$ cat src/rtl/beep_tone_driver.sv
// beep_tone_driver: turns a level beep gate into a square-wave buzzer tone.
// Bursts start on a rising half and always end after a complete low half.
// Optional macro BUZZ_CYCLE_CNT_EN adds a saturating completed-period counter.
module beep_tone_driver #(
    parameter int unsigned DIV0  = 25000,
    parameter int unsigned DIV1  = 12500,
    parameter int unsigned DIV2  = 6250,
    parameter int unsigned DIV3  = 50000,
    parameter int unsigned CNT_W = 16
) (
    input  logic       clk,
    input  logic       rst,
    input  logic       beep,
    input  logic [1:0] tone_sel,
    output logic       buzz,
    output logic       busy,
    output logic [1:0] tone_act
`ifdef BUZZ_CYCLE_CNT_EN
    ,
    output logic [15:0] cycle_cnt
`endif
);

    typedef enum logic [1:0] {IDLE, RUN, STOP} state_t;

    state_t             state_q, state_d;
    logic [CNT_W-1:0]   cnt_q, cnt_d;
    logic [CNT_W-1:0]   half_q, half_d;
    logic [1:0]         tone_q, tone_d;
    logic               buzz_q, buzz_d;
    logic               busy_q;
    logic               last_half_cyc;
    logic               period_end;

    // Half-period for a tone select; 0 or 1 would give no square wave, so clamp to 2.
    function automatic logic [CNT_W-1:0] half_of(input logic [1:0] sel);
        int unsigned d;
        case (sel)
            2'd0:    d = DIV0;
            2'd1:    d = DIV1;
            2'd2:    d = DIV2;
            default: d = DIV3;
        endcase
        if (d < 2) d = 2;
        return d[CNT_W-1:0];
    endfunction

    assign last_half_cyc = (cnt_q == half_q - CNT_W'(1));
    assign period_end    = last_half_cyc && !buzz_q;

    // Next-state: counter/toggle run in RUN and STOP; tone only re-latched at period ends.
    always_comb begin
        state_d = state_q;
        cnt_d   = cnt_q;
        half_d  = half_q;
        tone_d  = tone_q;
        buzz_d  = buzz_q;
        case (state_q)
            IDLE: begin
                buzz_d = 1'b0;
                cnt_d  = '0;
                if (beep) begin
                    tone_d  = tone_sel;
                    half_d  = half_of(tone_sel);
                    buzz_d  = 1'b1;
                    state_d = RUN;
                end
            end
            RUN, STOP: begin
                if (last_half_cyc) begin
                    cnt_d  = '0;
                    buzz_d = ~buzz_q;
                end else begin
                    cnt_d = cnt_q + CNT_W'(1);
                end
                if (state_q == RUN) begin
                    if (period_end) begin
                        if (beep) begin
                            buzz_d = 1'b1;
                            tone_d = tone_sel;
                            half_d = half_of(tone_sel);
                        end else begin
                            buzz_d  = 1'b0;
                            state_d = IDLE;
                        end
                    end else if (!beep) begin
                        state_d = STOP;
                    end
                end else if (period_end) begin
                    buzz_d  = 1'b0;
                    state_d = IDLE;
                end
            end
            default: begin
                buzz_d  = 1'b0;
                cnt_d   = '0;
                state_d = IDLE;
            end
        endcase
    end

    // State registers with synchronous reset; busy tracks the next state.
    always_ff @(posedge clk) begin
        if (rst) begin
            state_q <= IDLE;
            cnt_q   <= '0;
            half_q  <= '0;
            tone_q  <= 2'd0;
            buzz_q  <= 1'b0;
            busy_q  <= 1'b0;
        end else begin
            state_q <= state_d;
            cnt_q   <= cnt_d;
            half_q  <= half_d;
            tone_q  <= tone_d;
            buzz_q  <= buzz_d;
            busy_q  <= (state_d != IDLE);
        end
    end

    assign buzz     = buzz_q;
    assign busy     = busy_q;
    assign tone_act = tone_q;

`ifdef BUZZ_CYCLE_CNT_EN
    logic [15:0] ccnt_q, ccnt_d;

    // Completed periods in the current burst, saturating; cleared at burst start.
    always_comb begin
        ccnt_d = ccnt_q;
        if (state_q == IDLE) begin
            if (beep) ccnt_d = '0;
        end else if (period_end && ccnt_q != 16'hFFFF) begin
            ccnt_d = ccnt_q + 16'd1;
        end
    end

    // Period counter register.
    always_ff @(posedge clk) begin
        if (rst) ccnt_q <= '0;
        else     ccnt_q <= ccnt_d;
    end

    assign cycle_cnt = ccnt_q;
`endif

endmodule
$ cat config.mk
export PLATFORM = sky130hd
export DESIGN_NAME = beep_tone_driver
export DESIGN_NICKNAME = d
export VERILOG_FILES = /design/src/rtl/beep_tone_driver.sv
export SDC_FILE = /design/constraint.sdc
export NUM_CORES = 1
export LEC_CHECK = 0
export CORE_ASPECT_RATIO = 1.4
export CORE_UTILIZATION = 35
export CTS_CLUSTER_SIZE = 20
export DETAILED_ROUTE_END_ITERATION = 10
export HOLD_SLACK_MARGIN = 0.12
export PLACE_DENSITY = 0.48
export SLEW_MARGIN = 20
export SYNTH_ARGS = -nofsm -noshare
export SYNTH_HDL_FRONTEND = slang
export SYNTH_SLANG_ARGS = --single-unit
$ cat constraint.sdc
create_clock -name clk -period 4 [get_ports clk]
set_clock_uncertainty 0.05 [all_clocks]
set_input_delay 0.8 -clock clk [delete_from_list [all_inputs] [get_ports clk]]
set_output_delay 0.8 -clock clk [all_outputs]
set_load 0.03 [all_outputs]
==> flow_metrics.py <==
metrics = {
    "outcome": {
        "run_status": "completed",
    },
    "setup_path": {
        "worstPathCellList": "inv_1 -> ha_1 -> nor3b_4 -> nand3_2 -> a311o_1 -> or4_4 -> nor3_2 -> or3b_1 -> nor2_1",
        "cp_startpoint_kind": "register",
        "rr_worst_depth": 9,
        "critPathMaxStageDelay_ns": 0.57,
        "worst-path-max-fanout": 16,
        "path_buf_inv": 1,
        "timing.critical_path.slowest_stage_cell": "sky130_fd_sc_hd__or4_4",
        "wp_depth": 9,
        "setup.worst_path.class": "reg -> reg",
        "worst_setup_path_end_kind": "register",
        "path_delay_family": "simple AND/OR/NAND/NOR gates",
        "critical_path_required_ns": 4.10,
        "worst_ep_arrival_time_ns": 3.32,
    },
    "sta": {
        "grt_setup_unrepaired": "false",
        "worst_pin_slew_ns": 0.627,
        "timing_hold_violations_final": 0,
        "timing.fmax_mhz": 310,
        "relSlewSlack_pct": 58.1,
        "post-route-period-util_pct": 80.6,
        "tns_ns": 0,
        "timing.final.setup_violations": 0,
        "slew_viol_final": 0,
        "final_period_minus_worst_setup_slack_ns": 3.22,
    },
    "hold_path": {
        "holdCritPathClass": "reg -> reg",
        "hold_path_depth": 2,
    },
    "drt": {
        "postRouteAntennaNets": 0,
        "dr_total_vias": 1603,
        "detail_route.first_pass.iterations": 5,
        "detail_route.wirelength_um": 4350,
        "post_drt_wl_per_cell_um": 13.9,
        "first_iter_violations": 76,
        "remaining_drc_errors": 0,
        "vias_per_cell": 5.12,
    },
    "yosys": {
        "async_reset_ff_share_pct": 0,
        "yosys.area.top_type_share_pct": 30.5,
        "synth-edff-count": 0,
        "synth-simple-area-share_pct": 28.7,
        "synth_top_flop_cell": "sky130_fd_sc_hd__dfxtp_1",
        "synthMostInstantiatedCell": "sky130_fd_sc_hd__nor2_1",
        "post_synth_fa_ha_maj_area_fraction_pct": 7.38,
        "synth_sequential_area_ratio_pct": 30.5,
        "syn_area_per_cell_sq_um": 8.54,
        "synthCells": 238,
        "mappedNetlistArea_sq_um": 2030,
        "synth_compound_area_share_pct": 12.4,
        "synth_seq_cells": 31,
        "yosys.area.top_type": "sky130_fd_sc_hd__dfxtp_1",
        "ys.warnings.count": 0,
        "ys_top_cells_by_area": "sky130_fd_sc_hd__dfxtp_1, sky130_fd_sc_hd__nor2_1, sky130_fd_sc_hd__ha_1",
        "combinational_family_with_the_most_area_after_synthesis": "simple AND/OR/NAND/NOR gates",
        "synth_xor_xnor_area_share_pct": 10.8,
        "number_of_nets_produced_by_synthesis": 255,
        "post_synth_num_cell_types": 55,
        "muxShareOfSynthArea_pct": 4.43,
        "synth.top_cells.by_count": "sky130_fd_sc_hd__nor2_1, sky130_fd_sc_hd__dfxtp_1, sky130_fd_sc_hd__xnor2_1",
    },
    "placement": {
        "postPlaceCellArea_sq_um": 2140,
        "place_hpwl_um": 3190,
        "io_buffers": 8,
        "gp_congestion": 0.828,
    },
    "cells_and_area": {
        "antennaDiodeCount": 0,
        "finish.instance_area_sq_um": 2250,
        "flow.area_growth_from_synthesis_pct": 10.9,
        "final_net_count": 261,
        "drive_above_1_share_pct": 11.0,
    },
    "clock_tree": {
        "post_cts.repair.setup_buffers": 0,
        "clock_sink_count": 31,
        "htree_levels": 2,
        "cts.reportedPaths.clkPinSlew_ns": 0.07,
        "root_buffer": "sky130_fd_sc_hd__clkbuf_8",
        "cts_hold_buf": 0,
        "clkLatencyLatePin_ns": 0.28,
        "ctsResizeCount": 0,
        "cts_made_buffers": 5,
        "cts_tree": "done",
        "clk_path_buf_depth": 2,
    },
    "grt": {
        "global_route.overflow_total": 0,
        "grt_pass1_vias": 1493,
        "antenna_found_initial": 0,
        "pin_count_of_the_biggest_net_entering_global_routing": 17,
        "grt_util_all_layers_pct": 15.6,
        "grt_first_pass_wirelength_um": 7290,
    },
    "floorplan": {
        "ios": 9,
        "floorplan.initialDensity_pct": 36.5,
        "die_height_um": 92.2,
        "placement_rows": 32,
        "dieWidth_um": 66.4,
        "core_sq_um": 5570,
        "dieArea_sq_um": 6120,
    },
    "power": {
        "power-per-cell-area_nw_per_um2": 392,
        "ir_worst_vdd_mv": 0.146,
        "cellLeakagePower_nw": 0.829,
    },
    "job": {
        "max_cap_check_violation_count": 0,
    },
}
==> layout by cell type, fill, tap and decap left out, types with 6 or more instances in the layout <==
master	Yosys	routed
sky130_fd_sc_hd__inv_1	11	11
sky130_fd_sc_hd__nand2_1	12	12
sky130_fd_sc_hd__a21oi_1	7	7
sky130_fd_sc_hd__clkdlybuf4s50_1	0	8
sky130_fd_sc_hd__nor2_1	44	44
sky130_fd_sc_hd__nand3_1	11	11
sky130_fd_sc_hd__mux2i_1	9	9
sky130_fd_sc_hd__xor2_1	12	12
sky130_fd_sc_hd__xnor2_1	13	13
sky130_fd_sc_hd__dfxtp_1	31	31
sky130_fd_sc_hd__clkbuf_8	0	6
sky130_fd_sc_hd__ha_1	12	12
==> layout make-up <==
class	instances	area, sq um
flip-flops and latches	31	621
multi-input cells	185	1290
inverters	11	41.3
clock inverters	2	35.0
repair buffers	10	95.1
fillers	581	3310
well taps	68	85.1
clock buffers	6	82.6
==> layer usage <==
metal	vias to the layer above	track usage, %	share of wire, %
met5	-	0	0
li1	835	-	-
met3	8	2.99	2.1
met4	0	6.74	2.4
met2	22	24.2	48
met1	738	20.5	48
==> cell families (layout without fill, tap and decap cells) <==
kind of cell,Yosys count,in the layout
xor gates and xnor gates,25,25
buffers and inverters,22,29
muxes,9,9
and+or+nand+nor,107,107
adders and majority gates,12,12
DFF,31,31
AOI/OAI and AO/OA,32,32
==> sequential cells by signal, summed over array words and instances, names as in the netlist <==
name and flops:
busy 1, buzz 1, cnt_q 16, half_q 9, state_q 2, tone_act 2
==> path summary, 6_finish.rpt <==
check	startpoint	endpoint	slack, ns
setup / recovery	half_q[2]	cnt_q[2]	0.78
hold / removal	tone_act[1]	tone_act[1]	0.45
setup reg to reg	half_q[2]	cnt_q[2]	0.78
hold reg to reg	tone_act[1]	tone_act[1]	0.45
==> metrics by stage <==
stage	total power (W)	std cells	util, %	worst slack, ns	hold WS [ns]
global route	0.000936	313	40.5	0.472	0.467
global placement	0.000567	305	38.4	0.835	0.425
detailed placement	0.000567	305	38.4	0.767	0.436
CTS	0.000901	313	40.5	0.730	0.454
finish	0.000883	313	40.5	0.777	0.446
floorplan	0.000524	238	-	0.962	0.414
==> power breakdown <==
| group | leakage, nW | total, W | switching (W) | internal (W) |
|---|---|---|---|---|
| clock | 0.0612 | 0.000324 | 0.000122 | 0.000202 |
| sequential | 0.252 | 0.000351 | 0.0000269 | 0.000324 |
| combinational | 0.516 | 0.000209 | 0.000114 | 0.0000951 |
==> worst min-delay path: stages (launching register included) <==
cell,delay (ns)
sky130_fd_sc_hd__dfxtp_1,0.33
sky130_fd_sc_hd__mux2i_1,0.06
sky130_fd_sc_hd__nor2_1,0.07
Power figures use the tool's default switching activity.
